File: config.mk
export PLATFORM = sky130hd
export DESIGN_NAME = uart_boot_loader
export DESIGN_NICKNAME = d
export VERILOG_FILES = /design/src/rtl/uart_boot_loader.sv
export SDC_FILE = /design/constraint.sdc
export NUM_CORES = 1
export LEC_CHECK = 0
export BUFFER_PORTS_ARGS = -buffer_cell sky130_fd_sc_hd__buf_4
export CORE_UTILIZATION = 43
export CTS_BUF_LIST = sky130_fd_sc_hd__clkbuf_16
export DETAILED_ROUTE_END_ITERATION = 7
export SYNTH_ARGS = -nofsm -noshare
export SYNTH_HDL_FRONTEND = slang
export SYNTH_SLANG_ARGS = --single-unit
File: constraint.sdc
create_clock -name i_CLK -period 2.64 [get_ports i_CLK]
set_input_delay 0.396 -clock i_CLK [delete_from_list [all_inputs] [get_ports i_CLK]]
set_output_delay 0.396 -clock i_CLK [all_outputs]
set_load 0.02 [all_outputs]
File: src/rtl/uart_boot_loader.sv
`default_nettype none
// ============================================================================
// Module   : uart_boot_loader
// Brief    : Loads a framed program image (sync, 16-bit word count, data
//            words, XOR checksum) from the UART receive FIFO into RAM while
//            holding the CPU in reset. Releases the CPU on success or when
//            no host shows up before the boot timeout.
// Revision : 1.0 - initial release
// ============================================================================
module uart_boot_loader #(
    parameter logic [15:0] BASE_ADDR      = 16'h0000,
    parameter int          MAX_WORDS      = 16384,
    parameter logic [7:0]  SYNC_BYTE      = 8'hA5,
    parameter int          TIMEOUT_CYCLES = 50_000_000
) (
    input  logic        i_CLK,
    input  logic        i_RESET,
    input  logic        i_RX_Empty,
    input  logic [7:0]  i_RX_Byte,
    output logic        o_RX_Pop,
    output logic [15:0] o_Mem_Address,
    output logic [15:0] o_Mem_Data,
    output logic        o_Mem_Write_EN,
    output logic        o_CPU_Hold,
    output logic        o_Done,
    output logic        o_Error
);

    localparam int                   TIMER_W    = $clog2(TIMEOUT_CYCLES + 1);
    localparam logic [TIMER_W-1:0]   TIMER_LAST = TIMER_W'(TIMEOUT_CYCLES - 1);
    localparam logic [16:0]          MAX_COUNT  = 17'(MAX_WORDS);

    typedef enum logic [3:0] {
        SYNC    = 4'd0,
        LEN_HI  = 4'd1,
        LEN_LO  = 4'd2,
        DATA_HI = 4'd3,
        DATA_LO = 4'd4,
        WRITE   = 4'd5,
        CSUM    = 4'd6,
        DONE    = 4'd7,
        ERROR   = 4'd8
    } state_t;

    state_t               state;
    logic [15:0]          count;
    logic [15:0]          index;
    logic [7:0]           word_hi;
    logic [7:0]           checksum;
    logic [TIMER_W-1:0]   timer;
    logic                 gap;

    logic [15:0]          mem_address;
    logic [15:0]          mem_data;
    logic                 mem_write_en;
    logic                 cpu_hold;
    logic                 done;
    logic                 error;

    logic                 receiving;
    logic                 pop;
    logic                 timed_out;
    logic [15:0]          len_value;
    logic [15:0]          next_index;

    // Pop decision and helper values derived from the current state.
    always_comb begin
        receiving  = (state == SYNC)    || (state == LEN_HI)  ||
                     (state == LEN_LO)  || (state == DATA_HI) ||
                     (state == DATA_LO) || (state == CSUM);
        // The gap cycle after each pop gives the FIFO time to update its flag.
        pop        = receiving && !i_RX_Empty && !gap;
        timed_out  = receiving && !pop && (timer == TIMER_LAST);
        len_value  = {count[15:8], i_RX_Byte};
        next_index = index + 16'd1;
    end

    assign o_RX_Pop       = pop;
    assign o_Mem_Address  = mem_address;
    assign o_Mem_Data     = mem_data;
    assign o_Mem_Write_EN = mem_write_en;
    assign o_CPU_Hold     = cpu_hold;
    assign o_Done         = done;
    assign o_Error        = error;

    // Frame parser, idle timer and registered outputs.
    always_ff @(posedge i_CLK) begin
        if (i_RESET) begin
            state        <= SYNC;
            count        <= 16'd0;
            index        <= 16'd0;
            word_hi      <= 8'd0;
            checksum     <= 8'd0;
            timer        <= '0;
            gap          <= 1'b0;
            mem_address  <= BASE_ADDR;
            mem_data     <= 16'd0;
            mem_write_en <= 1'b0;
            cpu_hold     <= 1'b1;
            done         <= 1'b0;
            error        <= 1'b0;
        end else begin
            gap          <= pop;
            mem_write_en <= 1'b0;

            // Idle timer: cleared by any pop or any state change, counts
            // only while a receive state waits for a byte.
            if (!receiving || pop || timed_out) begin
                timer <= '0;
            end else begin
                timer <= timer + 1'b1;
            end

            if (timed_out) begin
                // No host before the first sync byte: boot whatever RAM holds.
                if (state == SYNC) begin
                    state    <= DONE;
                    done     <= 1'b1;
                    cpu_hold <= 1'b0;
                end else begin
                    state    <= ERROR;
                    error    <= 1'b1;
                end
            end else begin
                case (state)
                    SYNC: begin
                        if (pop && (i_RX_Byte == SYNC_BYTE)) begin
                            state    <= LEN_HI;
                            checksum <= 8'd0;
                            index    <= 16'd0;
                        end
                    end
                    LEN_HI: begin
                        if (pop) begin
                            count[15:8] <= i_RX_Byte;
                            state       <= LEN_LO;
                        end
                    end
                    LEN_LO: begin
                        if (pop) begin
                            count[7:0] <= i_RX_Byte;
                            if ({1'b0, len_value} > MAX_COUNT) begin
                                state <= ERROR;
                                error <= 1'b1;
                            end else if (len_value == 16'd0) begin
                                state <= CSUM;
                            end else begin
                                state <= DATA_HI;
                            end
                        end
                    end
                    DATA_HI: begin
                        if (pop) begin
                            word_hi  <= i_RX_Byte;
                            checksum <= checksum ^ i_RX_Byte;
                            state    <= DATA_LO;
                        end
                    end
                    DATA_LO: begin
                        if (pop) begin
                            checksum     <= checksum ^ i_RX_Byte;
                            state        <= WRITE;
                            // Strobe is registered so it is high exactly while in WRITE.
                            mem_write_en <= 1'b1;
                            mem_address  <= BASE_ADDR + index;
                            mem_data     <= {word_hi, i_RX_Byte};
                        end
                    end
                    WRITE: begin
                        index <= next_index;
                        if (next_index == count) begin
                            state <= CSUM;
                        end else begin
                            state <= DATA_HI;
                        end
                    end
                    CSUM: begin
                        if (pop) begin
                            if (i_RX_Byte == checksum) begin
                                state    <= DONE;
                                done     <= 1'b1;
                                cpu_hold <= 1'b0;
                            end else begin
                                state    <= ERROR;
                                error    <= 1'b1;
                            end
                        end
                    end
                    DONE: begin
                        state <= DONE;
                    end
                    ERROR: begin
                        state <= ERROR;
                    end
                    default: begin
                        state <= ERROR;
                        error <= 1'b1;
                    end
                endcase
            end
        end
    end

endmodule
`default_nettype wire

# Word level (Yosys, flattened, before mapping)
# Cells that the tools add are included.
[totals] register_bits=115 in_bits=11 output_inout_bits=37 wordCells=117
[op_classes] add_sub_neg=2 magnitude_cmp=1 eq_ne=25 muxes=36 bitwise_logic=3 reduce_logical=36
[op_table] operator="2-to-1 mux 4 bit" n=10
[op_table] operator="one-hot mux 16 bit (2 select lines)" n=1
[op_table] operator="one-hot mux 4 bit (8 select lines)" n=1
[op_table] operator="adder 26 x 1 -> 26 bit (second input constant)" n=1
[op_table] operator="== test 26 bit (second input constant)" n=1
[op_table] operator="inequality test 3 bit (second input constant)" n=6
[op_table] operator="2-to-1 mux 1 bit" n=17
[op_table] operator="adder 16 x 1 -> 16 bit (second input constant)" n=1
[op_table] operator="== test 16 bit" n=1
[op_table] operator="== test 4 x 3 -> 1 bit (second input constant)" n=4
[op_table] operator="greater-than comparator 16 x 15 -> 1 bit (second input constant)" n=1
[op_table] operator="logical NOT 16 bit" n=1
[op_table] operator="2-to-1 mux 16 bit" n=1
[op_table] operator="2-to-1 mux 8 bit" n=2
[op_table] operator="one-hot mux 8 bit (2 select lines)" n=1
[op_table] operator="AND reduction 3 bit" n=5
[op_table] operator="AND reduction 6 bit" n=2
[op_table] operator="nonzero test 2 bit" n=5
[op_table] operator="== test 4 x 2 -> 1 bit (second input constant)" n=2
[op_table] operator="== test 8 bit" n=1
[op_table] operator="== test 8 bit (second input constant)" n=1
[op_table] operator="inequality test 2 x 1 -> 1 bit (second input constant)" n=4
[op_table] operator="AND reduction 4 bit" n=2
[op_table] operator="bitwise XOR 8 bit" n=1
[op_table] operator="14 further kinds" n=31

# Logic depth before layout (Yosys ltp)
# Gate-level depths: netlist of the first run.
[logic_depth] ltp_word=13 ltp_mapped=8 depth_no_buf=7

# Worst setup path after synthesis of the first run
# No wires, ideal clock.
[synth_timing] path_kind="register to register" from="register state[0]" to="register index[11]" setup_time_ps=132 arrival_ps=1838 required_ps=2508 setup_slack_ps=670 path_stages_with_launch=9 path_buffers=2 period_less_slack_ps=1970 path_cell_list="dfxtp_1 -> buf_6 -> a2111oi_4 -> and3_1 -> and2_2 -> o21ai_2 -> buf_6 -> o21ai_0 -> a21oi_1"
[synth_via] elab_chain_cells=13 word_cells_on_any_way=23 cone_classes="7 x eq/ne; 1 x mux; 1 x bitwise; 14 x reduce/logical"
[synth_lines] element="start: declaration" line="45" rtl="state_t state;"
[synth_lines] element="start signal: assignment" line="89" rtl="state <= SYNC;"
[synth_lines] element="start signal: assignment" line="117" rtl="state <= DONE;"
[synth_lines] element="start signal: assignment" line="121" rtl="state <= ERROR;"
[synth_lines] element="== test 4 x 1 -> 1 bit or logical NOT 4 bit (tied branches)" line="68" rtl="receiving = (state == SYNC) || (state == LEN_HI) ||"
[synth_lines] element="logical OR 1 bit (2 in a row)" line="68"
[synth_lines] element="logical OR 1 bit (2 in a row)" line="69" rtl="(state == LEN_LO) || (state == DATA_HI) ||"
[synth_lines] element="logical OR 1 bit (*)" line="70" rtl="(state == DATA_LO) || (state == CSUM);"
[synth_lines] element="logical AND 1 bit (*) (2 in a row)" line="72" rtl="pop = receiving && !i_RX_Empty && !gap;"
[synth_lines] element="via o_RX_Pop" line="20" rtl="output logic o_RX_Pop,"
[synth_lines] element="logical NOT 1 bit" line="73" rtl="timed_out = receiving && !pop && (timer == TIMER_LAST);"
[synth_lines] element="logical AND 1 bit (2 in a row)" line="73"
[synth_lines] element="NOT 1 bit (no source line)"
[synth_lines] element="AND reduction 3 bit (no source line) (*)"
[synth_lines] element="end signal: assignment" line="170" rtl="index <= next_index;"
[synth_lines] element="end: declaration" line="47" rtl="logic [15:0] index;"
# The timed path passes the listed nets; every way through them passes the cells marked *.
# A chain may end at the register's enable or synchronous reset.

# Worst setup path after layout of the first run
[layout_timing] from="register timer[0]" to="register state[2]"
[layout_via] elab_chain_cells=4 word_cells_on_any_way=10 cone_classes="7 x eq/ne; 1 x mux; 2 x reduce/logical"
[layout_lines] element="start: declaration" line="50" rtl="logic [TIMER_W-1:0] timer;"
[layout_lines] element="start signal: assignment" line="111" rtl="timer <= timer + 1'b1;"
[layout_lines] element="== test 26 bit (*)" line="73"
[layout_lines] element="logical AND 1 bit (*)" line="73"
[layout_lines] element="inequality test 3 x 2 -> 1 bit (no source line) or inequality test 3 bit (tied branches)"
[layout_lines] element="AND reduction 6 bit (no source line)"
# Every way passes the cells marked *; elsewhere a longest branch is shown, timed or not.

==> results of run 1 <==
==> logic make-up after synthesis <==
kind of cell | after synthesis
xor+xnor | 51
flops | 115
compound gates | 140
simple gates | 295
mux | 20
fa+ha+maj | 2
buf+inv | 64
==> stage by stage <==
stage / worst slack [ps] / hold slack (ps)
global route: 14.9 / 264
CTS: 363 / 262
detailed placement: 391 / 444
floorplan: 670 / 432
global placement: 394 / 437
finish: 328 / 277
==> sequential cells by signal, summed over array words and instances (netlist names) <==
name	cells
o_Done	1
checksum	8
o_Error	1
o_Mem_Address	16
gap	1
o_Mem_Data	16
index	16
o_Mem_Write_EN	1
state	4
o_CPU_Hold	1
count	16
timer	26
word_hi	8
==> cell usage in the layout (no fill, tap or decap), drive strengths merged, types with 4 or more instances in the layout <==
cell	instances
nand3b	5
dfxtp	115
xor2	28
nor3	10
o311ai	4
o21a	6
a21oi	65
or3	9
nand3	17
or4	4
xnor2	23
o31ai	5
and4	7
buf	59
a31oi	5
o21ai	27
and2	7
inv	20
nand4	14
clkinv	8
o32ai	4
nand2	92
nor2	93
mux2i	20
nor2b	5
and3	9
clkbuf	17
nor4	13
==> critical path, stage by stage (launching register included) <==
cell and delay (ps):
dfxtp_1 400, ha_1 260, nand4_1 160, nor4_1 500, a31oi_1 300, and3_1 260
o21ai_0 180, o211ai_1 120
==> final cells by class <==
type,instances,area (um^2),share of cell area [%]
multi-input cells,508,3080,46.5
flip-flops and latches,115,2300,34.8
repair buffers,59,455,6.88
clock buffers,17,425,6.43
well taps,172,215,3.25
clock inverters,13,80.1,1.21
inverters,17,63.8,0.964
==> layer usage <==
layer,routed length [um],track usage (%),vias to the layer above
li1,-,-,2448
met5,0,0,-
met2,6500,34.9,111
met4,286,9.96,0
met3,682,5.86,23
met1,6040,26.1,2301
==> power breakdown <==
| part | leakage, uW | switching [uW] | internal (uW) |
|---|---|---|---|
| Combinational | 0.00142 | 131 | 79.0 |
| Clock | 0.000255 | 738 | 1240 |
| Sequential | 0.000926 | 26.0 | 1750 |
| Total | 0.00260 | 895 | 3070 |
==> final timing paths <==
check | from | end | slack [ps] | cells after the start
setup / recovery | timer[0]$_SDFF_PP0_ | state[2]$_SDFFE_PP0P_ | 330 | 7
setup reg to reg | timer[0]$_SDFF_PP0_ | state[2]$_SDFFE_PP0P_ | 330 | 7
hold reg to reg | o_Done$_SDFFE_PP0P_ | o_Done$_SDFFE_PP0P_ | 450 | 2
hold / removal | i_RX_Byte[4] | o_Mem_Data[4]$_SDFFE_PP0P_ | 280 | 3
==> impl_metrics.yaml, run 1 <==
timing:
  relSlewSlack_pct: 54.0
  period_needed_ps: 2310
  fmax_mhz: 433
  rsz0062_at_grt: "no"
  hold_viol_final: 0
  worst_pin_slew_ps: 684
  finalMaxSlewViolations: 0
  clock_skew_ps: 6.99
  setup_violations: 0
  tns_ps: 0
  finalCritPeriodShare_pct: 87.6
cts:
  cts_sinks: 115
  ctsRootBufferMaster: "clkbuf_16"
  clockBufferDepth: 2
  hold_buffers: 0
  clkTransAtPathRegs_ps: 50
  numCtsBuffers: 17
  clock_latency_ps: 410
  htree_levels: 4
  cts_tree: "built"
  cts_resized: 0
  postCtsSetupRepairBufs: 0
routing:
  avgViaCountPerCell: 5.42
  drtPass1Iterations: 5
  first_iter_violations: 249
  routed_wl_um: 13500
  drtAntennaViolNets: 0
  dr_total_vias: 4883
  avgRoutedWirePerCell_um: 15.0
  drc: 0
critical_path:
  end_kind: "flip-flop"
  start_kind: "flip-flop"
  arrival_ps: 2590
  path_max_fanout: 6
  crit_type: "reg2reg"
  crit_required_ps: 2920
global_routing:
  grt_pass1_vias: 4622
  grt_pass1_wl_um: 22300
  antenna_found_initial: 0
  grt_overflow: 0
  track_usage_pct: 21.3
  grt_start_max_net_pins: 44
place:
  gp_congestion: 0.867
  dp_hpwl_um: 9340
  dp.cells: 871
  dpl_cell_area_um2: 6110
  port_buffers: 47
logic_synthesis:
  synth_flop_cell: "dfxtp_1"
  synth-xor-area-share_pct: 7.89
  synth_top_area_cell: "dfxtp_1"
  synthMuxAreaShare_pct: 3.54
  synthSimpleGateAreaFrac_pct: 26.7
  seq_area_frac_synth_pct: 40.7
  ys_ff_latch: 115
  syn_area_per_cell_um2: 8.24
  yosysMostFrequentCell: "dfxtp_1"
  synthCells: 687
  ys_async_sr_fraction_pct: 0
  synthTopCellsByCount: "dfxtp_1 (115), nand2_1 (91), nor2_1 (91)"
  yosys-top-cells-area: "dfxtp_1 (41%), nand2_1 (6.0%), nor2_1 (6.0%)"
  synthesis.nets: 700
  synth_top_family_by_area: "simple AND/OR/NAND/NOR gates"
  netlist_area_um2: 5660
  synth_compound_area_share_pct: 15.7
  yosys_warnings: 0
  synth_edf_count: 0
  synthAdderAreaFrac_pct: 0.442
  synth.distinct_cells: 70
  netlist.area_leader.share_pct: 40.7
floorplanning:
  die_w_um: 117
  die_area_um2: 13600
  ios: 48
  die-height_um: 117
  coreArea_um2: 12700
  fp-row-count: 41
  start_util_pct: 44.5
layout:
  final_nets: 731
  synthToLayoutAreaGrowth_pct: 17.0
  drive_above_1_share_pct: 14.5
  fill_cells: 1269
  diodes: 0
  fin_util_pct: 52.0
  instances_no_fill: 901
  design_area_um2: 6620
flow_run:
  drv_cap: 0
pwr:
  p_leak_uw: 0.00260
  total_power_uw: 3970
  p_per_area_nw_per_um2: 599
  vdd_drop_max_mv: 0.512
outcome:
  status: "finished clean"
min_path:
  hp-class: "in2reg"
(Power assumes the default switching activity.)
==> run 2: changes to the inputs <==
==> constraint.sdc (replaced) <==
create_clock -name i_CLK -period 2.6 [get_ports i_CLK]
set_input_delay 0.39 -clock i_CLK [delete_from_list [all_inputs] [get_ports i_CLK]]
set_output_delay 0.39 -clock i_CLK [all_outputs]
set_load 0.02 [all_outputs]
==> impl_metrics.yaml, run 2 (synthesis gave the netlist of run 1 again) <==
cts:
  cts_resized: 0
  clockBufferDepth: 2
  numCtsBuffers: 17
  clock_latency_ps: 420
  cts_tree: "built"
  postCtsSetupRepairBufs: 0
  cts_sinks: 115
  htree_levels: 4
  ctsRootBufferMaster: "clkbuf_16"
  clkTransAtPathRegs_ps: 50
  hold_buffers: 0
global_routing:
  track_usage_pct: 21.3
  grt_pass1_wl_um: 22100
  antenna_found_initial: 0
  grt_overflow: 0
  grt_start_max_net_pins: 50
  grt_pass1_vias: 4422
layout:
  layout_common_cells: "dfxtp_1 (115), nand2_1 (91), nor2_1 (91)"
  drive_above_1_share_pct: 15.7
  layout_commonest_cell: "dfxtp_1"
  regMostFlops: "timer"
  largest_register_ffs: 26
  diodes: 0
  synthToLayoutAreaGrowth_pct: 18.4
  final_nets: 729
pwr:
  p_per_area_nw_per_um2: 647
  swShare_pct: 22.7
  pwr-share-comb_pct: 5.0
  p_int_uw: 3350
  total_power_uw: 4330
  pwr-share-clk_pct: 53.4
  p_seq_share_pct: 41.6
  p_leak_uw: 0.00261
  p_sw_uw: 984
  vdd_drop_max_mv: 0.467
timing:
  whs_ps: 267
  setup_violations: 0
  finalCritPeriodShare_pct: 87.7
  relSlewSlack_pct: 56.4
  worst_pin_slew_ps: 654
  period_needed_ps: 2280
  hold_viol_final: 0
  fmax_mhz: 438
  rsz0062_at_grt: "no"
  finalMaxSlewViolations: 0
  tns_ps: 0
  clock_skew_ps: 12.5
critical_path:
  end_kind: "flip-flop"
  start_kind: "flip-flop"
  crit_type: "reg2reg"
  crit_required_ps: 2890
  arrival_ps: 2570
  crit_chain: "ha_1 -> nand4_1 -> nor4_1 -> a31oi_1 -> and3_1 -> o21ai_0 -> o211ai_1"
  cp_slowest_cell: "nor4_1"
  path_max_fanout: 6
  cpPeakStageDelay_ps: 470
routing:
  drtAntennaViolNets: 0
  drc: 0
  routed_wl_um: 13600
  avgRoutedWirePerCell_um: 15.1
  first_iter_violations: 319
  drtPass1Iterations: 4
  dr_total_vias: 4897
  avgViaCountPerCell: 5.44
floorplanning:
  start_util_pct: 44.5
  die_area_um2: 13600
  die_w_um: 117
  ios: 48
  fp-row-count: 41
  die-height_um: 117
  coreArea_um2: 12700
flow_run:
  drv_cap: 0
min_path:
  hp-class: "in2reg"
place:
  port_buffers: 47
  gp_congestion: 0.855
  dp_hpwl_um: 9300
outcome:
  status: "finished clean"
==> run 2: power groups by stage <==
stage,sequential (uW),combinational (uW),clock [uW]
global placement,1840,213,0
detailed placement,1840,215,0
floorplan,1820,169,0
CTS,1800,216,2360
finish,1800,217,2310
global route,1810,240,2440
==> run 2: path summary, 6_finish.rpt <==
path | from | to | slack, ps | depth (start not counted)
setup / recovery | timer[0]$_SDFF_PP0_ | state[2]$_SDFFE_PP0P_ | 320 | 7
hold / removal | i_RX_Byte[4] | o_Mem_Data[4]$_SDFFE_PP0P_ | 270 | 3
setup reg to reg | timer[0]$_SDFF_PP0_ | state[2]$_SDFFE_PP0P_ | 320 | 7
hold reg to reg | o_Done$_SDFFE_PP0P_ | o_Done$_SDFFE_PP0P_ | 450 | 2
==> run 2: cell type report <==
cell class,instances,area (um^2)
Tap cell,172,215
Multi-Input combinational cell,508,3080
Timing Repair Buffer,57,453
Clock inverter,14,165
Fill cell,1236,6020
Clock buffer,17,425
Sequential cell,115,2300
Inverter,17,63.8
==> run 2: layer usage <==
| metal | part of all wire, % | GRT usage, % |
|---|---|---|
| met1 | 46 | 27.0 |
| met3 | 3.6 | 5.09 |
| met4 | 2.1 | 10.3 |
| met5 | 0 | 0 |
| met2 | 48 | 34.1 |
==> run 2: through the flow <==
stage | std cells | setup slack, ps | area, um^2 | utilization [%]
final | 900 | 319 | 6700 | 52.7
after global routing | 900 | 37.3 | 6700 | 52.7
after CTS | 900 | 366 | 6700 | 52.7
after detailed placement | 869 | 389 | 6110 | 48.0
after global placement | 869 | 377 | 6110 | 48.0
after floorplan | 687 | 630 | 5660 | -
==> run 2: critical path, delay by kind of cell (launching register included) <==
kind,cells,cell delay [ps]
AOI/OAI and AO/OA,3,600
adders and majority gates,1,260
DFF,1,390
and+or+nand+nor,3,890
==> run 3: changes to the inputs <==
--- a/config.mk
+++ b/config.mk
@@ -6,9 +6,10 @@
 export NUM_CORES = 1
 export LEC_CHECK = 0
 export BUFFER_PORTS_ARGS = -buffer_cell sky130_fd_sc_hd__buf_4
-export CORE_UTILIZATION = 43
+export CORE_UTILIZATION = 60
 export CTS_BUF_LIST = sky130_fd_sc_hd__clkbuf_16
 export DETAILED_ROUTE_END_ITERATION = 7
+export PLACE_DENSITY = 0.8
 export SYNTH_ARGS = -nofsm -noshare
 export SYNTH_HDL_FRONTEND = slang
 export SYNTH_SLANG_ARGS = --single-unit
==> impl_metrics.yaml, run 3 (synthesis gave the netlist of run 1 again) <==
flow_run:
  drv_cap: 0
cts:
  ctsRootBufferMaster: "clkbuf_16"
  clkTransAtPathRegs_ps: 60
  htree_levels: 4
  cts_tree: "built"
  clockBufferDepth: 2
  numCtsBuffers: 17
  clock_latency_ps: 410
  cts_sinks: 115
  postCtsSetupRepairBufs: 0
  hold_buffers: 0
critical_path:
  end_kind: "flip-flop"
  reg2reg_slack_ps: 320
  cp_slowest_cell: "nor4_1"
  arrival_ps: 2570
  crit_family: "simple AND/OR/NAND/NOR gates"
  crit_required_ps: 2880
  start_kind: "flip-flop"
  path_max_fanout: 6
  cp_num_buf_inv: 0
  r2r_start: "timer[0]$_SDFF_PP0_"
  crit_chain: "ha_1 -> nand4_1 -> nor4_1 -> a31oi_1 -> and3_1 -> o21ai_0 -> o211ai_1"
  r2r_cells: 7
  r2r-end: "state[0]$_SDFFE_PP0P_"
  crit_type: "reg2reg"
  cpPeakStageDelay_ps: 500
min_path:
  hp-class: "in2reg"
  hold_depth: 3
  min_to: "o_Mem_Data[4]$_SDFFE_PP0P_"
  hold_start: "i_RX_Byte[4]"
floorplanning:
  die-height_um: 99.1
  die_w_um: 99.1
  start_util_pct: 61.5
  die_area_um2: 9820
  coreArea_um2: 9200
  ios: 48
  fp-row-count: 35
place:
  dp_hpwl_um: 9020
  dp.cells: 808
  port_buffers: 47
  gp_congestion: 0.910
timing:
  fmax_mhz: 438
  worst_pin_slew_ps: 758
  tns_ps: 0
  hold_viol_final: 0
  rsz0062_at_grt: "no"
  finalCritPeriodShare_pct: 87.8
  period_needed_ps: 2280
  finalMaxSlewViolations: 0
  setup_violations: 0
  clock_skew_ps: 8.27
  relSlewSlack_pct: 49.0
routing:
  first_iter_violations: 311
  avgViaCountPerCell: 6.02
  avgRoutedWirePerCell_um: 16.2
  drtPass1Iterations: 7
  drc: 0
  drtAntennaViolNets: 0
  dr_total_vias: 5060
  routed_wl_um: 13600
global_routing:
  antenna_found_initial: 0
  grt_start_max_net_pins: 47
  track_usage_pct: 29.3
  grt_overflow: 0
  grt_pass1_wl_um: 22800
  grt_pass1_vias: 4752
layout:
  regMostFlops: "timer"
  layout_common_cells: "dfxtp_1 (114), nand2_1 (91), nor2_1 (91)"
  largest_register_ffs: 26
  diodes: 0
  layout_commonest_cell: "dfxtp_1"
  final_nets: 729
  synthToLayoutAreaGrowth_pct: 16.9
  drive_above_1_share_pct: 16.0
  instances_no_fill: 840
pwr:
  p_per_area_nw_per_um2: 665
  vdd_drop_max_mv: 0.607
  p_leak_uw: 0.00262
outcome:
  status: "finished clean"
## run 3: cell types whose count changed in the layout (fill, tap and decap cells not counted), sizes merged
cell	before	now
inv	17	21
clkinvlp	7	2
clkinv	4	6
## run 3: layout make-up
type | instances | area (um^2)
fillers | 691 | 2580
well taps | 111 | 139
clock inverters | 15 | 181
flip-flops and latches | 115 | 2300
inverters | 17 | 63.8
multi-input cells | 508 | 3080
clock buffers | 17 | 425
repair buffers | 57 | 428
## run 3: worst max-delay path by stage
stage,startpoint,end,slack (ps),cells past startpoint
after global routing,timer[0]$_SDFF_PP0_,state[0]$_SDFFE_PP0P_,120,7
final,timer[0]$_SDFF_PP0_,state[0]$_SDFFE_PP0P_,320,7
after CTS,state[0]$_SDFFE_PP0P_,index[14]$_SDFFE_PP0P_,260,6
after floorplan,state[0]$_SDFFE_PP0P_,index[11]$_SDFFE_PP0P_,630,8
after global placement,i_RX_Byte[5],o_CPU_Hold$_SDFFE_PP1P_,270,7
after detailed placement,i_RX_Byte[5],o_CPU_Hold$_SDFFE_PP1P_,300,7
## run 3: tightest hold or removal path, stage by stage
cell and delay [ps]:
buf_4 140, nand2_1 50, a21oi_1 50
## run 3: power breakdown
group	switching (uW)	internal, uW	total, uW
clock network	871	1510	2390
logic	128	78.1	206
registers	33.0	1780	1810
total	1030	3370	4400
## run 3: metrics by stage
stage | hold slack (ps) | utilization (%) | area [um^2] | power, uW | worst slack (ps)
5_1_grt | 279 | 71.9 | 6620 | 4540 | 120
3_3_place_gp | 435 | 65.3 | 6010 | 2040 | 269
4_1_cts | 264 | 71.9 | 6620 | 4410 | 260
6_report | 274 | 71.9 | 6620 | 4400 | 316
2_1_floorplan | 432 | - | 5660 | 1990 | 630
3_5_place_dp | 447 | 65.3 | 6010 | 2040 | 304
## run 3: routing by layer
layer	part of all wire (%)	track usage, %	up-vias
met1	45	36.7	2422
li1	-	-	2452
met3	5.1	7.10	30
met2	48	47.7	156
met5	0	0	-
met4	2.1	14.1	0
## run 3: what timing repair did
action,in CTS,in global routing
gates resized for setup,0,1
endpoints found under the setup margin,0,1
hold endpoints to repair,0,0
